<file path="src/rtl/ecc_pkg.sv">
`default_nettype none
// ============================================================================
// Module  : ecc_pkg
// Purpose : Shared constants and state encoding for the GF(2^233)
//           Montgomery-ladder scheduler.
// Revision: 1.0 - initial release
// ============================================================================
package ecc_pkg;

    localparam int ECC_N         = 233;   // scalar width for GF(2^233)
    localparam int DEF_IDX_W     = 8;     // 2^8 > 233
    localparam int DEF_MAX_RETRY = 3;
    localparam int DEF_TIMEOUT   = 1023;

    typedef enum logic [3:0] {
        ST_IDLE  = 4'd0,
        ST_SCAN  = 4'd1,
        ST_INIT  = 4'd2,
        ST_ISSUE = 4'd3,
        ST_WAIT  = 4'd4,
        ST_EVAL  = 4'd5,
        ST_DONE  = 4'd6,
        ST_FAIL  = 4'd7
    } state_t;

endpackage
`default_nettype wire

</file>
<file path="src/rtl/ladder_sched_if.sv">
`default_nettype none
// ============================================================================
// Module  : ladder_sched_if
// Purpose : Handshake bundle between the ladder scheduler and its
//           environment (host start, point-unit handshakes, register-file
//           control).
// Modports: master - host/datapath side (drives start, K, unit completions)
//           slave  - scheduler side
// Revision: 1.0 - initial release
// ============================================================================
interface ladder_sched_if
    import ecc_pkg::*;
#(
    parameter int N     = ECC_N,
    parameter int IDX_W = DEF_IDX_W
);
    logic             in_valid;
    logic [N-1:0]     k;
    logic             busy;
    logic             load_init;
    logic             add_in_valid;
    logic             dbl_in_valid;
    logic             add_out_valid;
    logic             dbl_out_valid;
    logic             fault;
    logic             swap;
    logic             commit;
    logic [IDX_W-1:0] step_idx;
    logic             out_valid;
    logic             inf;
    logic             error;

    modport master (
        output in_valid, k, add_out_valid, dbl_out_valid, fault,
        input  busy, load_init, add_in_valid, dbl_in_valid, swap, commit,
               step_idx, out_valid, inf, error
    );

    modport slave (
        input  in_valid, k, add_out_valid, dbl_out_valid, fault,
        output busy, load_init, add_in_valid, dbl_in_valid, swap, commit,
               step_idx, out_valid, inf, error
    );

endinterface
`default_nettype wire

</file>
<file path="src/rtl/ladder_join.sv">
`default_nettype none
// ============================================================================
// Module  : ladder_join
// Purpose : Joins the add-unit and double-unit completion pulses of one
//           ladder step and accumulates the multiplier fault flag.
// Ports   : clk, rst_n      - clock, async active-low reset
//           clr             - synchronous clear (scheduler in ISSUE)
//           en              - collect enable (scheduler in WAIT)
//           add_ov, dbl_ov  - unit completion pulses
//           fault           - multiplier error flag
//           both_done       - both units finished (includes arrival cycle)
//           fault_seen      - a fault was seen during this attempt
// Revision: 1.0 - initial release
// ============================================================================
module ladder_join (
    input  wire logic clk,
    input  wire logic rst_n,
    input  wire logic clr,
    input  wire logic en,
    input  wire logic add_ov,
    input  wire logic dbl_ov,
    input  wire logic fault,
    output logic      both_done,
    output logic      fault_seen
);

    logic add_done_q, add_done_d;
    logic dbl_done_q, dbl_done_d;
    logic fault_q,    fault_d;

    always_comb begin
        add_done_d = add_done_q;
        dbl_done_d = dbl_done_q;
        fault_d    = fault_q;
        if (clr) begin
            add_done_d = 1'b0;
            dbl_done_d = 1'b0;
            fault_d    = 1'b0;
        end else if (en) begin
            add_done_d = add_done_q | add_ov;
            dbl_done_d = dbl_done_q | dbl_ov;
            fault_d    = fault_q | fault;
        end
    end

    always_ff @(posedge clk or negedge rst_n) begin
        if (!rst_n) begin
            add_done_q <= 1'b0;
            dbl_done_q <= 1'b0;
            fault_q    <= 1'b0;
        end else begin
            add_done_q <= add_done_d;
            dbl_done_q <= dbl_done_d;
            fault_q    <= fault_d;
        end
    end

    // Pulses arriving this cycle count, so the step can leave WAIT at once.
    assign both_done  = en & (add_done_q | add_ov) & (dbl_done_q | dbl_ov);
    assign fault_seen = fault_q;

endmodule
`default_nettype wire

</file>
<file path="src/rtl/ladder_sched.sv">
`default_nettype none
// ============================================================================
// Module  : ladder_sched
// Purpose : Montgomery-ladder step scheduler for GF(2^233) scalar
//           multiplication. Finds the leading 1 of K, loads the initial
//           ladder pair, then for each lower bit launches add + double in
//           parallel, waits for both, and commits (or retries on fault).
// Ports   : clk    - clock, rising edge
//           rst_n  - asynchronous active-low reset
//           bus    - ladder_sched_if.slave (start/K, unit handshakes,
//                    SWAP/COMMIT/STEP_IDX, OUT_VALID/INF/ERROR, BUSY)
// Options : LADDER_TIMEOUT_EN - per-step WAIT watchdog (TIMEOUT cycles)
// Revision: 1.0 - initial release
// ============================================================================
module ladder_sched
    import ecc_pkg::*;
#(
    parameter int N         = ECC_N,
    parameter int IDX_W     = DEF_IDX_W,
    parameter int MAX_RETRY = DEF_MAX_RETRY
`ifdef LADDER_TIMEOUT_EN
    ,
    parameter int TIMEOUT   = DEF_TIMEOUT
`endif
) (
    input  wire logic      clk,
    input  wire logic      rst_n,
    ladder_sched_if.slave  bus
);

    localparam int RW = (MAX_RETRY < 1) ? 1 : $clog2(MAX_RETRY + 1);
    localparam logic [RW-1:0] MAX_RETRY_C = RW'(MAX_RETRY);

    state_t           state_q, state_d;
    logic [N-1:0]     kreg_q,  kreg_d;
    logic [IDX_W-1:0] step_q,  step_d;
    logic [RW-1:0]    retry_q, retry_d;
    logic             inf_q,   inf_d;
    logic             err_q,   err_d;
`ifdef LADDER_TIMEOUT_EN
    localparam int WD_W = $clog2(TIMEOUT + 1);
    logic [WD_W-1:0]  wd_q,    wd_d;
`endif

    logic         join_clr;
    logic         both_done;
    logic         fault_seen;
    logic [N-1:0] kreg_shift;
    logic         key_bit;

    // Shift rather than index so the index width never has to match N.
    assign kreg_shift = kreg_q >> step_q;
    assign key_bit    = kreg_shift[0];

    ladder_join u_join (
        .clk        (clk),
        .rst_n      (rst_n),
        .clr        (join_clr),
        .en         (state_q == ST_WAIT),
        .add_ov     (bus.add_out_valid),
        .dbl_ov     (bus.dbl_out_valid),
        .fault      (bus.fault),
        .both_done  (both_done),
        .fault_seen (fault_seen)
    );

    always_comb begin
        state_d  = state_q;
        kreg_d   = kreg_q;
        step_d   = step_q;
        retry_d  = retry_q;
        inf_d    = inf_q;
        err_d    = err_q;
        join_clr = 1'b0;
`ifdef LADDER_TIMEOUT_EN
        wd_d     = wd_q;
`endif
        case (state_q)
            ST_IDLE: begin
                if (bus.in_valid) begin
                    kreg_d  = bus.k;
                    err_d   = 1'b0;
                    inf_d   = 1'b0;
                    step_d  = IDX_W'(N - 1);
                    state_d = ST_SCAN;
                end
            end
            ST_SCAN: begin
                if (key_bit) begin
                    state_d = ST_INIT;
                end else if (step_q == '0) begin
                    inf_d   = 1'b1;
                    state_d = ST_DONE;
                end else begin
                    step_d  = step_q - IDX_W'(1);
                end
            end
            ST_INIT: begin
                if (step_q == '0) begin
                    state_d = ST_DONE;
                end else begin
                    step_d  = step_q - IDX_W'(1);
                    retry_d = '0;
                    state_d = ST_ISSUE;
                end
            end
            ST_ISSUE: begin
                join_clr = 1'b1;
`ifdef LADDER_TIMEOUT_EN
                wd_d     = '0;
`endif
                state_d  = ST_WAIT;
            end
            ST_WAIT: begin
                if (both_done) begin
                    state_d = ST_EVAL;
                end
`ifdef LADDER_TIMEOUT_EN
                // The last allowed WAIT cycle is the TIMEOUT-th one.
                else if (wd_q == WD_W'(TIMEOUT - 1)) begin
                    state_d = ST_FAIL;
                end else begin
                    wd_d = wd_q + WD_W'(1);
                end
`endif
            end
            ST_EVAL: begin
                if (!fault_seen) begin
                    if (step_q == '0) begin
                        state_d = ST_DONE;
                    end else begin
                        step_d  = step_q - IDX_W'(1);
                        retry_d = '0;
                        state_d = ST_ISSUE;
                    end
                end else if (retry_q < MAX_RETRY_C) begin
                    retry_d = retry_q + RW'(1);
                    state_d = ST_ISSUE;
                end else begin
                    state_d = ST_FAIL;
                end
            end
            ST_DONE: state_d = ST_IDLE;
            ST_FAIL: begin
                err_d   = 1'b1;
                state_d = ST_IDLE;
            end
            default: state_d = ST_IDLE;
        endcase
    end

    always_ff @(posedge clk or negedge rst_n) begin
        if (!rst_n) begin
            state_q <= ST_IDLE;
            kreg_q  <= '0;
            step_q  <= '0;
            retry_q <= '0;
            inf_q   <= 1'b0;
            err_q   <= 1'b0;
`ifdef LADDER_TIMEOUT_EN
            wd_q    <= '0;
`endif
        end else begin
            state_q <= state_d;
            kreg_q  <= kreg_d;
            step_q  <= step_d;
            retry_q <= retry_d;
            inf_q   <= inf_d;
            err_q   <= err_d;
`ifdef LADDER_TIMEOUT_EN
            wd_q    <= wd_d;
`endif
        end
    end

    // Outputs decode the state register, so an async reset clears them at once.
    assign bus.busy         = (state_q != ST_IDLE);
    assign bus.load_init    = (state_q == ST_INIT);
    assign bus.add_in_valid = (state_q == ST_ISSUE);
    assign bus.dbl_in_valid = (state_q == ST_ISSUE);
    assign bus.swap         = key_bit & ((state_q == ST_ISSUE) |
                                         (state_q == ST_WAIT)  |
                                         (state_q == ST_EVAL));
    assign bus.commit       = (state_q == ST_EVAL) & ~fault_seen;
    assign bus.step_idx     = step_q;
    assign bus.out_valid    = (state_q == ST_DONE) | (state_q == ST_FAIL);
    assign bus.inf          = inf_q;
    // Raised in the FAIL cycle itself so ERROR is valid alongside OUT_VALID.
    assign bus.error        = err_q | (state_q == ST_FAIL);

endmodule
`default_nettype wire

</file>
<file path="src/flat_wrapper.sv">
// flat-port wrapper written by rule: the top's interface ports become plain ports
module ladder_sched_flat import ecc_pkg::*;
#(
    parameter int N         = ECC_N,
    parameter int IDX_W     = DEF_IDX_W,
    parameter int MAX_RETRY = DEF_MAX_RETRY

)
  (clk, rst_n, bus_in_valid, bus_k, bus_add_out_valid, bus_dbl_out_valid, bus_fault, bus_busy, bus_load_init, bus_add_in_valid, bus_dbl_in_valid, bus_swap, bus_commit, bus_step_idx, bus_out_valid, bus_inf, bus_error);
  ladder_sched_if #(.N(N), .IDX_W(IDX_W)) bus_i ();
  input  wire logic clk;
  input  wire logic rst_n;
  input wire logic [$bits(bus_i.in_valid)-1:0] bus_in_valid;
  input wire logic [$bits(bus_i.k)-1:0] bus_k;
  input wire logic [$bits(bus_i.add_out_valid)-1:0] bus_add_out_valid;
  input wire logic [$bits(bus_i.dbl_out_valid)-1:0] bus_dbl_out_valid;
  input wire logic [$bits(bus_i.fault)-1:0] bus_fault;
  output wire logic [$bits(bus_i.busy)-1:0] bus_busy;
  output wire logic [$bits(bus_i.load_init)-1:0] bus_load_init;
  output wire logic [$bits(bus_i.add_in_valid)-1:0] bus_add_in_valid;
  output wire logic [$bits(bus_i.dbl_in_valid)-1:0] bus_dbl_in_valid;
  output wire logic [$bits(bus_i.swap)-1:0] bus_swap;
  output wire logic [$bits(bus_i.commit)-1:0] bus_commit;
  output wire logic [$bits(bus_i.step_idx)-1:0] bus_step_idx;
  output wire logic [$bits(bus_i.out_valid)-1:0] bus_out_valid;
  output wire logic [$bits(bus_i.inf)-1:0] bus_inf;
  output wire logic [$bits(bus_i.error)-1:0] bus_error;
  assign bus_i.in_valid = bus_in_valid;
  assign bus_i.k = bus_k;
  assign bus_i.add_out_valid = bus_add_out_valid;
  assign bus_i.dbl_out_valid = bus_dbl_out_valid;
  assign bus_i.fault = bus_fault;
  assign bus_busy = bus_i.busy;
  assign bus_load_init = bus_i.load_init;
  assign bus_add_in_valid = bus_i.add_in_valid;
  assign bus_dbl_in_valid = bus_i.dbl_in_valid;
  assign bus_swap = bus_i.swap;
  assign bus_commit = bus_i.commit;
  assign bus_step_idx = bus_i.step_idx;
  assign bus_out_valid = bus_i.out_valid;
  assign bus_inf = bus_i.inf;
  assign bus_error = bus_i.error;
  ladder_sched #(.N(N), .IDX_W(IDX_W), .MAX_RETRY(MAX_RETRY)) u_core (.clk(clk), .rst_n(rst_n), .bus(bus_i));
endmodule
</file>
<file path="config.mk">
export PLATFORM = sky130hd
export DESIGN_NAME = ladder_sched_flat
export DESIGN_NICKNAME = d
export VERILOG_FILES = /design/src/rtl/ecc_pkg.sv /design/src/rtl/ladder_sched_if.sv /design/src/rtl/ladder_join.sv /design/src/rtl/ladder_sched.sv /design/src/flat_wrapper.sv
export SDC_FILE = /design/constraint.sdc
export NUM_CORES = 1
export LEC_CHECK = 0
export CAP_MARGIN = 20
export CORE_AREA = 2 2 175 177
export DETAILED_ROUTE_END_ITERATION = 8
export DIE_AREA = 0 0 177 179
export PLACE_DENSITY = 0.61
export RECOVER_POWER = 50
export SLEW_MARGIN = 20
export SYNTH_ARGS = -nofsm -noshare
export SYNTH_HDL_FRONTEND = slang
export SYNTH_SLANG_ARGS = --single-unit
</file>
<file path="constraint.sdc">
create_clock -name clk -period 3.3 [get_ports clk]
set_input_delay 0.66 -clock clk [delete_from_list [all_inputs] [get_ports clk]]
set_output_delay 0.66 -clock clk [all_outputs]
set_load 0.01 [all_outputs]
</file>
==> After elaboration in Yosys (flattened, before gate mapping) <==
Cells that the tools add are included.
{ "classes": {"shift": 1, "n_lt_le_gt_ge": 1, "reduce_logical": 14, "addsub": 2, "div_mod_pow": 0, "n_bitwise": 12, "eq_ne": 14, "n_mul": 0, "mux": 29} }
{ "ops": {"columns": ["operator", "count"], "rows": [
  [">> shifter 233 x 8 -> 1 bit", 1],
  ["2-to-1 mux 8 bit", 4],
  ["case mux 8 bit (4 select lines)", 1],
  ["case mux 4 bit (6 select lines)", 1],
  ["2-to-1 mux 4 bit", 5],
  ["equality test 4 x 3 -> 1 bit (second input constant)", 4],
  ["2-to-1 mux 1 bit", 10],
  ["equality test 4 x 2 -> 1 bit (second input constant)", 2],
  ["logical NOT 8 bit", 1],
  ["AND reduction 4 bit", 2],
  ["nonzero test 2 bit", 4],
  ["nonzero test 4 bit", 2],
  ["subtractor 8 x 1 -> 8 bit (second input constant)", 1],
  ["OR 1 bit", 7],
  ["2-to-1 mux 2 bit", 3],
  ["2-to-1 mux 3 bit", 2],
  ["inequality test 2 bit (second input constant)", 3],
  ["AND reduction 2 bit", 3],
  ["AND 1 bit", 4],
  ["equality test 4 x 1 -> 1 bit (second input constant)", 1],
  ["logical NOT 4 bit", 1],
  ["inequality test 2 x 1 -> 1 bit (second input constant)", 2],
  ["case mux 1 bit (2 select lines)", 2],
  ["case mux 2 bit (2 select lines)", 1],
  ["6 further kinds", 6]
]} }
{ "totals": {"rom_bits": 0, "ramBits": 0, "memories": 0, "ff_bits": 252, "out_inout_bits": 17, "latchBits": 0, "word_cells": 82, "input_bits": 239} }

==> Depth between registers and ports, before layout <==
Gate-level depths: netlist of the first run.
{ "logic_depth": {"depth_word": 5, "mapped_depth": 13, "ltp_nobuf": 9} }

==> By module <==
Synthesis of the first run repeated with hierarchy kept, for this count alone.
{ "unflattened": {"hier_cells": 792, "area_unflattened_um2": 11710.0} }
{ "by_module_without_submodules": {"columns": ["mod", "cells_per_inst", "area_per_inst_um2", "instances", "seq_area_each_um2"], "rows": [
  ["ladder_sched", 782, 11597.4, 1, 6206.0],
  ["ladder_join", 10, 112.6, 1, 75.1]
]} }

==> Least setup slack after synthesis of the first run <==
OpenSTA, ideal clock, no wires.
{ "synth_timing": {"path_kind": "register -> register", "startpoint": "register u_core.step_q[0], in the netlist u_core.bus.step_idx[0]", "endpoint": "register u_core.step_q[3], in the netlist u_core.bus.step_idx[3]", "setup_time_ns": 0.124, "path_buffers": 4, "arrival_ns": 2.911, "synth_period_minus_slack_ns": 3.035, "path_stages_with_launch": 14, "slack_ns": 0.265, "t_required_ns": 3.176, "path_cell_list": "dfrtp_1 buf_6 buf_6 buf_2 inv_1 ha_1 nand2b_1 or4_1 a31oi_1 o22ai_1 inv_1 or4_1 buf_2 o31a_1"} }
{ "synth_via": {"elab_chain_cells": 4, "elab_cells_between_ends": 9, "classes_between": "add/sub: 1; eq/ne: 1; shift: 1; mux: 4; reduce/logical: 2"} }
{ "synth_rtl": {"columns": ["element", "line", "rtl"], "rows": [
  ["start: declaration", "ladder_sched.sv:36", "logic [IDX_W-1:0] step_q, step_d;"],
  ["start signal: assignment", "ladder_sched.sv:166", "step_q <= step_d;"],
  ["branches (longest 4 deep; another with >> shifter 233 x 8 -> 1 bit)", null, null]
]} }
Several ways; the timed one is not identified. The select of a mux whose other input is x is not followed.
A chain may end at the register's enable or synchronous reset.

==> Worst setup path in the final report of the first run <==
{ "layout_timing": {"startpoint": "register u_core.step_q[0], in the netlist u_core.bus.step_idx[0]", "endpoint": "output bus_swap"} }
{ "layout_via": {"elab_chain_cells": 2} }
{ "layout_rtl": {"columns": ["element", "line", "rtl"], "rows": [
  [">> shifter 233 x 8 -> 1 bit", "ladder_sched.sv:52", "assign kreg_shift = kreg_q >> step_q;"],
  ["AND 1 bit", "ladder_sched.sv:181", "assign bus.swap = key_bit & ((state_q == ST_ISSUE) |"],
  ["end: declaration", "flat_wrapper.sv:22", "output wire logic [$bits(bus_i.swap)-1:0] bus_swap;"]
]} }
No other way between the ends.

==> out/results.txt, run 1 <==
fillers: 2744
Root Driver: clkbuf_16
worst-margin pin slew: 2.04 ns
reg-to-reg slack, setup: 0.12 ns
core footprint: 30000 um^2
overall power: 15000 uW
Setup Slack @ Placement: -0.360 ns
Placer Congestion: 0.844
FF+latch area: 6290 um^2
Worst setup SP type: flop
via count: 9826
power per cell area: 916 nW/um^2
Netlist cell types: 55
Worst R2R Start: u_core.bus.step_idx[0]$_DFFE_PN0P_
dpl cells: 1915
total CTS buffers: 27
HPWL after DPL: 24200 um
fin crit period: 3.60 ns
Tcrit/Tclk final: 109%
fmax: 278 MHz
initial antenna violation count: 0
TritonCTS clock tree: done
clock-pin transition on the worst setup and hold timing paths: 0.06 ns
Synth Register Bits: 251
area of the multi-input gates: 5290 um^2
global-route usage over all layers: 21.4%
CP arrival: 2.94 ns
row cnt: 64
Peak VDD IR: 0.000453 V
hold-fix buffers at CTS: 0
synth warn: 0
crit end category: primary output
H-tree lvl count: 1
Setup Viol. Count Final: 1
CP max FO: 5
non-filler instance count after layout: 1971
Final Net Count: 1798
Clock Latency Late Sink: 0.53 ns
Die X: 177 um
diode count: 0
post-layout util: 54.5%
TritonRoute pass-1 iters: 5
prevailing post-synth register cell: dfrtp_1
Die Height: 179 um
min-delay worst type: reg2reg
grt ovf: 0
Hold EP: u_core.kreg_q[35]$_DFFE_PN0P_
Starting Density: 39.2%
critical path class: reg2out
Via density: 4.99
die area: 31700 um^2
first-pass GRT wire length: 52800 um
Final Hold Fails: 0
# IOs: 256
Worst Setup SP: u_core.bus.step_idx[0]$_DFFE_PN0P_
wire length per cell: 17.3 um
ANT nets after route: 0
min-delay src: u_core.kreg_q[35]$_DFFE_PN0P_
final worst slack: -0.298 ns
violations in the final reports: max-capacitance violations, max-slew violations, negative setup slack
share of cells above drive strength 1: 13.7%
Slew HR: -36.0%
outcome: finished with violations
async set-or-reset flop fraction in the synthesized netlist: 100%
largest net degree at the start of global routing: 95
Post-Route Setup TNS: -0.298 ns
vias in the first global route: 9614
Post-synth EDFFs: 0
Synthesized Nets: 1518
clock buffer depth: 3
fin. max-slew vios: 80
DRC: 0
area grow syn2layout: 39.1%
initial DRC count: 901
sequential fraction of the synthesis area: 53.4%
port buffer count: 255
FF-to-FF End: u_core.bus.step_idx[3]$_DFFE_PN0P_
max-cap viol count: 1
final WL: 34100 um
hold path depth: 2
Worst Path Required: 2.64 ns
# clock sinks: 251
Post-Syn Area per Cell: 9.21 um^2
Final Skew: 0.0101 ns
synthesized area: 11800 um^2
Worst R2R Path Depth: 11
Cells after Synth: 1277
Lkg Pwr: 0.00782 uW
unrepaired setup endpoints after global routing: yes
==> worst max-delay path, cell delays in order (launching register included) <==
cell and delay (ns):
dfrtp_4 0.50, buf_12 0.16, buf_12 0.13, mux4_2 0.41, mux2_4 0.30, a221oi_4 0.31
buf_6 0.15, nor3_4 0.05, a21oi_4 0.18, a21oi_2 0.06, buf_2 0.15
==> layout make-up <==
| type | count | share of cell area, % |
|---|---|---|
| flip-flops and latches | 251 | 38.4 |
| multi-input cells | 938 | 32.3 |
| repair buffers | 327 | 20.5 |
| clock buffers | 36 | 4.52 |
| well taps | 396 | 3.03 |
| clock inverters | 11 | 0.948 |
| inverters | 12 | 0.275 |
==> what timing repair did <==
action                                  4_1_cts  5_1_grt
gates cloned                                  3        0
setup buffers                                 6        1
endpoints found under the setup margin        2        6
pin swaps                                    13        7
gates resized for setup                      34       20
==> layout by cell type (no fill, tap or decap), drive strengths merged, types with 3 or more instances in the layout <==
| cell | count |
|---|---|
| nand2 | 718 |
| clkdlybuf4s50 | 253 |
| dfrtp | 251 |
| buf | 69 |
| mux4 | 54 |
| clkbuf | 41 |
| mux2i | 18 |
| nor2 | 17 |
| o21ai | 17 |
| a22oi | 13 |
| inv | 11 |
| a21oi | 11 |
| nor3 | 10 |
| clkinv | 8 |
| nor2b | 7 |
| nand2b | 7 |
| or3 | 6 |
| o221ai | 5 |
| o31ai | 5 |
| nand3 | 4 |
| bufinv | 4 |
| mux2 | 4 |
| and2 | 3 |
| o21a | 3 |
| nor4 | 3 |
==> worst max path at each step <==
stage | end
CTS | bus_swap
global route | bus_swap
detailed placement | bus_swap
global placement | bus_swap
finish | bus_swap
floorplan | u_core.bus.step_idx[3]$_DFFE_PN0P_
==> cells in the mapped netlist, types with 2 or more instances <==
cell type  instances  area share (%)
nand2_1          718              23
dfrtp_1          251              53
clkbuf_1          59             1.9
mux4_2            54              10
mux2i_1           18             1.5
nor2_1            17            0.54
o21ai_0           17            0.72
a22oi_1           13            0.83
a21oi_1           11            0.47
inv_1             10            0.32
nor3_1            10            0.43
buf_2              8            0.34
nand2b_1           7            0.37
nor2b_1            7            0.37
or3_1              6            0.32
o221ai_1           5            0.37
o31ai_1            5            0.32
buf_6              4            0.38
mux2_2             4            0.38
nand3_1            4            0.17
and2_1             3            0.16
o21a_1             3            0.19
a211oi_1           2            0.13
a21o_1             2            0.13
a31oi_1            2            0.11
a32o_1             2            0.17
buf_1              2           0.064
ha_1               2            0.21
o22ai_1            2            0.11
o32ai_1            2            0.15
o41ai_1            2            0.15
or4_1              2            0.13
==> state kept, by name, summed over array words and instances, names as in the netlist <==
register and cells:
u_core.kreg_q 233, u_core.err_q 1, u_core.u_join.add_done_q 1, u_core.retry_q 2, u_core.state_q 3, u_core.u_join.fault_seen 1, u_core.bus.inf 1, u_core.bus.step_idx 8
u_core.u_join.dbl_done_q 1
==> through the flow <==
step	area (um^2)	hold slack (ns)
after detailed placement	15200	0.459
final	16400	0.473
after global routing	16400	0.490
after floorplan	11800	0.364
after global placement	15200	0.453
after CTS	16300	0.145
==> routing by layer <==
metal  global-route usage, %  vias up  part of all wire, %
met1                    31.1     4733                   46
met3                    3.27       41                  5.8
met4                    4.65        0                  2.1
met5                       0        -                    0
li1                        -     4729                    -
met2                    34.0      323                   47
==> cell families (layout without fill, tap and decap cells) <==
group	after synthesis	in the layout	share of synthesized area, %
AND/OR/NAND/NOR	784	784	26.3
flip-flops	251	251	53.4
buffers and inverters	88	386	3.41
AO/OA/AOI/OAI	76	76	4.49
multiplexers	76	76	12.3
adder cells (fa/ha/maj)	2	2	0.213
==> where the power goes <==
group / total, uW / internal, uW / switching [uW]
logic: 6420 / 3150 / 3260
clock network: 3100 / 1870 / 1220
registers: 5480 / 4540 / 945
(Power assumes the default switching activity.)
==> inputs of run 2 (changes only) <==
--- a/config.mk
+++ b/config.mk
@@ -9,8 +9,10 @@
 export CORE_AREA = 2 2 175 177
 export DETAILED_ROUTE_END_ITERATION = 8
 export DIE_AREA = 0 0 177 179
+export GPL_ROUTABILITY_DRIVEN = 0
 export PLACE_DENSITY = 0.61
 export RECOVER_POWER = 50
+export REMOVE_ABC_BUFFERS = 1
 export SLEW_MARGIN = 20
 export SYNTH_ARGS = -nofsm -noshare
 export SYNTH_HDL_FRONTEND = slang
==> run 2 against run 1 <==
Compared with the run above: the flow still finishes with violations (max-capacitance violations, max-slew violations, negative setup slack); wire length rose by 0.77%; via count rose by 0.47%; sequential cell count did not move; critical endpoint unchanged.
==> out/results.txt, run 2 (synthesis gave the netlist of run 1 again) <==
# IOs: 256 (unchanged)
reg-to-reg slack, setup: 0.08 ns (-0.04 ns)
Cell Area, Placed: 15100 um^2 (-0.59%)
CP arrival: 3.04 ns (+0.10 ns)
Worst path slowest cell: dfrtp_4
dpl cells: 1910 (-0.26%)
Slew HR: -40.1% (-4.1 points)
core footprint: 30000 um^2 (unchanged)
initial DRC count: 788 (-13%)
met2 usage: 36.5% (+2.5 points)
HPWL after DPL: 24400 um (+0.76%)
Most flops, register: u_core.kreg_q
Peak VDD IR: 0.000511 V (+13%)
Lkg Pwr: 0.00786 uW (+0.43%)
Via density: 4.98 (-0.19%)
TritonRoute pass-1 iters: 6 (+1)
critical path class: reg2out
FF+latch area: 6290 um^2 (about the same)
Worst Path Required: 2.64 ns (about the same)
CP delay by family, top: multiplexers
Worst R2R Start: u_core.bus.step_idx[0]$_DFFE_PN0P_
Worst Path Buf+Inv: 4 (unchanged)
TritonCTS clock tree: done
vias in the first global route: 10092 (+5.0%)
min-delay worst type: reg2reg
Worst setup SP type: flop
area grow syn2layout: 40.0%
violations in the final reports: max-capacitance violations, max-slew violations, negative setup slack
Worst Setup SP: u_core.bus.step_idx[0]$_DFFE_PN0P_
fillers: 2670 (-2.7%)
clock-pin transition on the worst setup and hold timing paths: 0.07 ns (about the same)
Die Height: 179 um (unchanged)
Die X: 177 um (unchanged)
global-route usage over all layers: 21.9% (+0.52 points)
largest net degree at the start of global routing: 133 (+40%)
max incr delay on CP: 0.55 ns (+0.05 ns)
Tcrit/Tclk final: 112% (+3.0 points)
diode count: 0 (unchanged)
wire length per cell: 17.3 um (+0.11%)
H-tree lvl count: 1 (unchanged)
crit path cell chain: buf_12, buf_8, buf_6, mux4_2, mux2i_2, o32ai_2, nor4_4, nor3_2, a21oi_4, a21oi_2, buf_2
final worst slack: -0.398 ns (-0.0998 ns)
Final Hold Fails: 0 (unchanged)
clock buffer depth: 3 (unchanged)
ANT nets after route: 0 (unchanged)
max reg flops: 233 (unchanged)
Root Driver: clkbuf_16
fmax: 270 MHz (-2.7%)
highest-count cells in the layout ignoring fill and taps: nand2_1, clkdlybuf4s50_1, dfrtp_1
fin. max-slew vios: 84 (+5.0%)
power per cell area: 920 nW/um^2 (+0.41%)
Final Net Count: 1809 (+0.61%)
Final Skew: 0.0175 ns (+0.00744 ns)
total CTS buffers: 27 (unchanged)
die area: 31700 um^2 (unchanged)
worst-margin pin slew: 2.10 ns (+0.0615 ns)
Setup Slack @ Placement: -0.343 ns (+0.0171 ns)
met3 Use GR: 2.99% (-0.28 points)
post-layout util: 54.9% (+0.35 points)
initial antenna violation count: 0 (unchanged)
fin crit period: 3.70 ns (+0.0998 ns)
final WL: 34400 um (+0.77%)
crit end category: primary output
share of cells above drive strength 1: 15.0% (+1.3 points)
outcome: finished with violations
non-filler instance count after layout: 1984 (+0.66%)
CP max FO: 6 (+1)
hold-fix buffers at CTS: 0 (unchanged)
min-delay src: u_core.kreg_q[30]$_DFFE_PN0P_
unrepaired setup endpoints after global routing: yes
max-cap viol count: 1 (unchanged)
# clock sinks: 251 (unchanged)
port buffer count: 255 (unchanged)
GR peak layer: met2
DRC: 0 (unchanged)
via count: 9872 (+0.47%)
Clock Latency Late Sink: 0.55 ns (+0.02 ns)
Starting Density: 39.2% (unchanged)
commonest non-fill, non-tap cell in the layout: nand2_1
Setup Viol. Count Final: 1 (unchanged)
M1 GR Usage: 29.6% (-1.5 points)
row cnt: 64 (unchanged)
first-pass GRT wire length: 54100 um (+2.6%)
grt ovf: 0 (unchanged)
area of the multi-input gates: 5340 um^2 (+1.0%)
Final Instance Area: 16500 um^2 (+0.63%)
## run 2: per-stage QoR
| stage | setup TNS (ns) | power (uW) | hold WS (ns) |
|---|---|---|---|
| after floorplan | -2152.52 | 9110 | 0.364 |
| after global placement | -0.290 | 11300 | 0.452 |
| after detailed placement | -0.344 | 11400 | 0.458 |
| after CTS | -0.407 | 15200 | 0.144 |
| after global routing | -6.35 | 16200 | 0.490 |
| final | -0.398 | 15200 | 0.469 |
## run 2: worst min-delay path, cell delays in order (launching register included)
cell and delay [ns]:
dfrtp_1 0.34, nand2_1 0.05, nand2_1 0.05
## run 2: worst paths after layout
path / endpoint / depth (start not counted)
worst max-delay path: bus_swap / 11
worst min-delay path: u_core.kreg_q[30]$_DFFE_PN0P_ / 2
worst max register to register: u_core.bus.step_idx[3]$_DFFE_PN0P_ / 12
worst min register to register: u_core.kreg_q[30]$_DFFE_PN0P_ / 2
max in group asynchronous: u_core.bus.step_idx[0]$_DFFE_PN0P_ / 2
min in group asynchronous: u_core.kreg_q[83]$_DFFE_PN0P_ / 1
## run 2: where the power goes
part	internal [uW]	switching [uW]	total (uW)
sequential	4530	929	5460
clock	1830	1260	3090
combinational	3230	3370	6600
total	9590	5570	15200
## run 2: final cells by class
type,count,area share [%]
Inverter,12,0.273
Tap cell,396,3.01
Multi-Input combinational cell,938,32.4
Timing Repair Buffer,338,20.6
Clock inverter,14,0.972
Sequential cell,251,38.2
Clock buffer,35,4.53
## run 2: layer usage
layer  part of all wire (%)  up-vias  wire length [um]
li1                       -     4748                 -
met1                     43     4755             14600
met2                     49      309             16700
met3                    5.5       60              1880
met4                    3.4        0              1160
met5                      0        -                 0
## run 2: timing repair
action | in CTS | in global routing
pin swaps | 23 | 20
endpoints found under the setup margin | 3 | 9
cloned | 3 | 0
gates resized for setup | 49 | 14
endpoints found under the hold margin | 0 | 0
setup buffers | 32 | 4
==> inputs of run 3 (changes only) <==
--- a/config.mk
+++ b/config.mk
@@ -5,7 +5,6 @@
 export SDC_FILE = /design/constraint.sdc
 export NUM_CORES = 1
 export LEC_CHECK = 0
-export CAP_MARGIN = 20
 export CORE_AREA = 2 2 175 177
 export DETAILED_ROUTE_END_ITERATION = 8
 export DIE_AREA = 0 0 177 179
==> results of run 3 <==
The final DEF is identical to that of run 2; final timing and power are the same.
